## config.mk

```make
export PLATFORM = sky130hd
export DESIGN_NAME = rng_address_sel
export DESIGN_NICKNAME = d
export VERILOG_FILES = /design/src/rtl/rng_addr_pkg.sv /design/src/rtl/seq_mod_reduce.sv /design/src/rtl/rng_address_sel.sv
export SDC_FILE = /design/constraint.sdc
export NUM_CORES = 1
export LEC_CHECK = 0
export ABC_AREA = 1
export BUFFER_PORTS_ARGS = -buffer_cell sky130_fd_sc_hd__buf_2
export CAP_MARGIN = 0
export CORE_ASPECT_RATIO = 0.5
export CORE_MARGIN = 1
export CORE_UTILIZATION = 25
export CTS_BUF_LIST = sky130_fd_sc_hd__clkbuf_8
export CTS_CLUSTER_DIAMETER = 30
export CTS_CLUSTER_SIZE = 30
export DETAILED_ROUTE_END_ITERATION = 12
export GPL_ROUTABILITY_DRIVEN = 0
export RECOVER_POWER = 50
export REMOVE_ABC_BUFFERS = 1
export SYNTH_ARGS = -nofsm -noshare
export SYNTH_HDL_FRONTEND = slang
export SYNTH_HIERARCHICAL = 1
export SYNTH_SLANG_ARGS = --single-unit
```

## constraint.sdc

```tcl
create_clock -name clock -period 1.8 [get_ports clock]
set_input_delay 0.36 -clock clock [delete_from_list [all_inputs] [get_ports clock]]
set_output_delay 0.36 -clock clock [all_outputs]
set_load 0.01 [all_outputs]
```

## src/rtl/rng_addr_pkg.sv

```systemverilog
// Shared types and helpers for the RNG address selector: FSM states, mode codes
// and the power-of-two mask used by rejection sampling.
package rng_addr_pkg;

    typedef enum logic [1:0] {
        IDLE   = 2'd0,
        DRAW   = 2'd1,
        REDUCE = 2'd2,
        DONE   = 2'd3
    } state_t;

    localparam int MODE_MODULO = 0;
    localparam int MODE_REJECT = 1;

    // Widest count the mask helper supports.
    localparam int MASK_W = 64;

    // Smallest 2^k >= count, minus one (count 0 and 1 both give 0).
    function automatic logic [MASK_W-1:0] pow2_mask(input logic [MASK_W-1:0] count);
        logic [MASK_W-1:0] m;
        if (count == '0) begin
            m = '0;
        end else begin
            m = count - MASK_W'(1);
            for (int s = 1; s < MASK_W; s = s * 2) begin
                m = m | (m >> s);
            end
        end
        return m;
    endfunction

endpackage

```

## src/rtl/seq_mod_reduce.sv

```systemverilog
// Restoring shift-subtract remainder of din by divisor, MSB first, one bit per cycle.
// Latency RNG_W cycles after load; valid flags the final step and result is combinational that cycle.
module seq_mod_reduce #(
    parameter int CNT_W = 16,
    parameter int RNG_W = 16
) (
    input  logic             clock,
    input  logic             reset,
    input  logic             load,
    input  logic [RNG_W-1:0] din,
    input  logic [CNT_W-1:0] divisor,
    output logic             busy,
    output logic             valid,
    output logic [CNT_W-1:0] result
);

    localparam int BIT_W = $clog2(RNG_W + 1);

    logic [RNG_W-1:0] shreg;
    logic [CNT_W-1:0] rem;
    logic [CNT_W:0]   trial;
    logic [CNT_W-1:0] rem_step;
    logic [BIT_W-1:0] bits_left;

    // rem stays below divisor between steps, so the shifted trial fits in CNT_W+1 bits.
    always_comb begin
        trial = {rem, shreg[RNG_W-1]};
        if (trial >= {1'b0, divisor}) begin
            rem_step = CNT_W'(trial - {1'b0, divisor});
        end else begin
            rem_step = trial[CNT_W-1:0];
        end
    end

    assign busy   = (bits_left != '0);
    assign valid  = (bits_left == BIT_W'(1));
    assign result = rem_step;

    always_ff @(posedge clock) begin
        if (reset) begin
            shreg     <= '0;
            rem       <= '0;
            bits_left <= '0;
        end else if (load) begin
            shreg     <= din;
            rem       <= '0;
            bits_left <= BIT_W'(RNG_W);
        end else if (busy) begin
            shreg     <= shreg << 1;
            rem       <= rem_step;
            bits_left <= bits_left - BIT_W'(1);
        end
    end

endmodule

```

## src/rtl/rng_address_sel.sv

```systemverilog
// Picks an index in [0, count) from RNG words by modulo reduction or rejection sampling with modulo fallback.
// Latency 1 cycle for count<=1, RNG_W+2 for modulo, 2 for a first-draw accept; stalls in DRAW while rng_valid is low.
module rng_address_sel
    import rng_addr_pkg::*;
#(
    parameter int CNT_W     = 16,
    parameter int RNG_W     = 16,
    parameter int MODE      = 0,
    parameter int MAX_TRIES = 8
) (
    input  logic             clock,
    input  logic             reset,
    input  logic             start,
    input  logic [CNT_W-1:0] count,
    input  logic [RNG_W-1:0] rng_in,
    input  logic             rng_valid,
    output logic             rng_ready,
    output logic [CNT_W-1:0] addr_out,
    output logic             done,
    output logic             busy,
    output logic             err
);

    localparam int TRY_W = $clog2(MAX_TRIES + 1);

    if (RNG_W < CNT_W) begin : g_bad_rng_w
        $error("rng_address_sel: RNG_W (%0d) must be >= CNT_W (%0d)", RNG_W, CNT_W);
    end
    if (CNT_W > MASK_W || CNT_W < 1) begin : g_bad_cnt_w
        $error("rng_address_sel: CNT_W (%0d) out of range", CNT_W);
    end
    if (MAX_TRIES < 1) begin : g_bad_tries
        $error("rng_address_sel: MAX_TRIES (%0d) must be >= 1", MAX_TRIES);
    end
    if (MODE != MODE_MODULO && MODE != MODE_REJECT) begin : g_bad_mode
        $error("rng_address_sel: MODE (%0d) must be 0 or 1", MODE);
    end

    state_t           state, state_next;
    logic [CNT_W-1:0] cnt_q;
    logic [CNT_W-1:0] mask_q;
    logic [TRY_W-1:0] tries;
    logic [TRY_W-1:0] tries_inc;
    logic [CNT_W-1:0] masked;
    logic             hit;
    logic             give_up;
    logic             start_ok;
    logic             red_load;
    logic             red_busy;
    logic             red_valid;
    logic [CNT_W-1:0] red_result;

    assign masked    = rng_in[CNT_W-1:0] & mask_q;
    assign hit       = (masked < cnt_q);
    assign tries_inc = tries + TRY_W'(1);
    assign give_up   = (tries_inc == TRY_W'(MAX_TRIES));

    assign rng_ready = (state == DRAW);
    assign done      = (state == DONE);
    assign busy      = (state != IDLE);

    always_ff @(posedge clock) begin
        if (reset) begin
            state <= IDLE;
        end else begin
            state <= state_next;
        end
    end

    always_comb begin
        state_next = state;
        start_ok   = 1'b0;
        red_load   = 1'b0;
        case (state)
            IDLE: begin
                if (start) begin
                    start_ok   = 1'b1;
                    state_next = (count <= CNT_W'(1)) ? DONE : DRAW;
                end
            end
            DRAW: begin
                if (rng_valid) begin
                    if (MODE == MODE_MODULO) begin
                        red_load   = 1'b1;
                        state_next = REDUCE;
                    end else if (hit) begin
                        state_next = DONE;
                    end else if (give_up) begin
                        red_load   = 1'b1;
                        state_next = REDUCE;
                    end
                end
            end
            REDUCE: begin
                // An idle reducer here would mean a lost load; leave rather than hang.
                if (red_valid || !red_busy) begin
                    state_next = DONE;
                end
            end
            DONE: begin
                state_next = IDLE;
            end
            default: begin
                state_next = IDLE;
            end
        endcase
    end

    always_ff @(posedge clock) begin
        if (reset) begin
            cnt_q    <= '0;
            mask_q   <= '0;
            tries    <= '0;
            addr_out <= '0;
            err      <= 1'b0;
        end else begin
            if (start_ok) begin
                cnt_q    <= count;
                mask_q   <= CNT_W'(pow2_mask(MASK_W'(count)));
                tries    <= '0;
                addr_out <= '0;
                err      <= (count == '0);
            end
            if (state == DRAW && rng_valid && MODE == MODE_REJECT) begin
                if (hit) begin
                    addr_out <= masked;
                end else begin
                    tries <= tries_inc;
                end
            end
            if (state == REDUCE && red_valid) begin
                addr_out <= red_result;
            end
        end
    end

    seq_mod_reduce #(
        .CNT_W(CNT_W),
        .RNG_W(RNG_W)
    ) u_reduce (
        .clock  (clock),
        .reset  (reset),
        .load   (red_load),
        .din    (rng_in),
        .divisor(cnt_q),
        .busy   (red_busy),
        .valid  (red_valid),
        .result (red_result)
    );

endmodule

```

==> impl_metrics.tcl <==
set metrics [dict create \
    grt_pass1_vias 4592 \
    path_cells "inv_2, ha_4, nand2_4, nor2_4, nand2_2, nor3_4, nor2_4, buf_12, buf_16, nand3_2, nand2_4, o21bai_1, inv_1" \
    cp-start-kind "register" \
    outcome "finished with violations" \
    dr_total_vias 4644 \
    area_growth_pct 40.4 \
    comb_power_share_pct 72.4 \
    drtPass1Iterations 4 \
    power_frac_clock_pct 9.2 \
    critPathMaxFanout 8 \
    maxSlewHeadroom_pct 60.8 \
    cp-startpoint "cnt_q[11]$_SDFFE_PP0P_" \
    drcViolationCount 0 \
    wl_mm 12.9 \
    start_util_pct 25.8 \
    finClkSkew_ps 15.8 \
    drv_cap 0 \
    slowest_delay_ps 340 \
    diodes 0 \
    p_leak_nw 2.86 \
    dp_slack_ps -248 \
    cts_buffers 9 \
    cts_tree "built" \
    grt_remaining_overflow 0 \
    power.switching_w 0.00620 \
    synthArstFlopShare_pct 0 \
    seq_area_frac_synth_pct 31.8 \
    syn_inst 671 \
    setup_viol 32 \
    tightest_slew_ps 586 \
    grt_antenna_before_repair 0 \
    routedWlPerCell_microns 12.7 \
    ant_nets 0 \
    fmax_mhz 521 \
    power.share.sequential_pct 18.4 \
    switching_share_pct 48.9 \
    final-hold-violation-count 0 \
    slowest_stage "dfxtp_2" \
    critPathCaptureType "register" \
    rows 34 \
    postCtsHoldBufs 0 \
    netlist_area_sq_um 4530 \
    yosysUniqueCellTypes 41 \
    grt_max_degree 35 \
    drive_gt1_share_pct 36.7 \
    hpwlAfterDp_mm 8.96 \
    cp_data_required_time_ps 2040 \
    vias_per_cell 4.56 \
    track_usage_pct 14.1 \
    whs_ps 263 \
    clk_pin_slew_worst_paths_ps 80 \
    synth_enable_flop_cells 0 \
    layout_commonest_cell "nand2_1" \
    setup_ws_ps -120 \
    cts_max_level 3 \
    ios 56 \
    ys_ff_latch 72 \
    worstReg2RegStart "cnt_q[11]$_SDFFE_PP0P_" \
    rsz0062_at_grt "yes" \
    fp.dieW_microns 192 \
    power.internal_w 0.00648 \
    layout_common_cells "nand2_1, inv_1, nand3_1" \
    yosys_warnings 6 \
    rrSetupSlack_ps -120 \
    grt_pass1_wl_mm 21.1 \
    crit_type "reg2reg" \
    io_buffers 55 \
    drv_slew 0 \
    clock_path_buffers 2 \
    power.density_nw_per_um2 1990 \
    layout_worst_path_cycle_share_pct 107 \
    synth-main-ff-cell "dfxtp_1" \
    root_buffer "clkbuf_8" \
    core_area_sq_um 17600 \
    min_path_type "in2reg" \
    drt_iter0_drc 218 \
    nNetsFinal 840 \
    clock_latency_ps 360 \
    peakVddDrop_mv 0.732 \
    fp.dieH_microns 97.2 \
    clock_sinks 72 \
    die-area_sq_um 18700 \
    synth_area_per_cell_sq_um 6.76 \
    violations "setup timing" \
    layout_min_cycle_time_ps 1920 \
    arrival_ps 2160 \
    hp-start "rng_in[0]" \
]
what timing repair did:
action	in CTS	in global routing
gates cloned	3	0
endpoints found under the setup margin	32	32
pin swaps	24	46
setup buffers	7	3
endpoints found under the hold margin	0	0
gates resized for setup	67	98
registers in the layout, indices dropped and copies added (netlist names):
signal	count
addr_out	16
cnt_q	16
err	1
state	2
u_reduce/bits_left	5
u_reduce/rem	16
u_reduce/shreg	16
layer usage:
| layer | vias to the layer above | GRT usage [%] | part of all wire, % |
|---|---|---|---|
| li1 | 2362 | - | - |
| met1 | 2186 | 16.4 | 45 |
| met2 | 74 | 24.9 | 49 |
| met3 | 22 | 3.21 | 2.9 |
| met4 | 0 | 5.33 | 2.8 |
| met5 | - | 0 | 0 |
per-stage QoR:
step	std cells	area (sq um)	total power (W)	TNS [ps]	util, %
6_report	1018	6360	0.0127	-2220	36.2
5_1_grt	1018	6360	0.0138	-6080	36.2
4_1_cts	1016	6010	0.0115	-2690	34.2
3_5_place_dp	991	5420	0.00916	-5090	30.8
3_3_place_gp	991	5420	0.00908	-4310	30.8
2_1_floorplan	645	4350	0.00666	-15760	-
cells in the mapped netlist, types with 2 or more instances:
master	n	share of area, %
o21ai_0	28	3.1
nor2_1	60	5.0
clkbuf_1	10	0.83
nand2_4	5	1.2
ha_1	24	6.6
nand2_1	162	13
a21oi_1	28	3.1
a31oi_1	15	2.1
xor2_1	5	0.97
o21ai_1	6	0.66
buf_6	9	2.2
nand2_2	5	0.69
nand3_4	2	0.77
nor2_2	4	0.55
inv_1	97	8.0
nand3_1	85	9.4
buf_4	2	0.33
nand3_2	7	1.5
nand4_1	4	0.55
and2_1	3	0.41
nor3_1	6	0.66
buf_2	3	0.33
xnor2_1	4	0.77
o21bai_1	9	1.5
dfxtp_1	72	32
cell type report:
class | instances | area [sq um]
flip-flops and latches | 72 | 1480
inverters | 101 | 392
clock inverters | 6 | 36.3
clock buffers | 10 | 138
well taps | 234 | 293
repair buffers | 122 | 878
multi-input cells | 473 | 3150
fillers | 1850 | 11200
path summary, 6_finish.rpt:
path                               endpoint  cells after the start
max            u_reduce/rem[1]$_SDFFE_PP0P_                     13
min          u_reduce/shreg[0]$_SDFFE_PP0P_                      3
max reg2reg    u_reduce/rem[1]$_SDFFE_PP0P_                     13
min reg2reg  u_reduce/shreg[0]$_SDFFE_PP0P_                      2
power groups by stage:
stage,clock network [W],logic [W],registers (W)
2_1_floorplan,0,0.00447,0.00219
3_3_place_gp,0,0.00682,0.00225
3_5_place_dp,0,0.00690,0.00226
4_1_cts,0.00123,0.00794,0.00230
5_1_grt,0.00132,0.0101,0.00237
6_report,0.00116,0.00919,0.00233
cell families after synthesis:
| kind of cell | after synthesis | synth area share [%] |
|---|---|---|
| adder cells (fa/ha/maj) | 25 | 7.07 |
| AO/OA/AOI/OAI | 89 | 10.9 |
| flip-flops | 72 | 31.8 |
| buffers and inverters | 127 | 12.8 |
| XOR/XNOR | 9 | 1.74 |
| AND/OR/NAND/NOR | 349 | 35.7 |
worst max-delay path, delay by kind of cell, from the launching register on:
kind            cells  cell delay [ps]
flops               1              340
simple gates        7              650
compound gates      1              120
buf+inv             4              390
fa+ha+maj           1              290
Power figures use the tool's default switching activity.
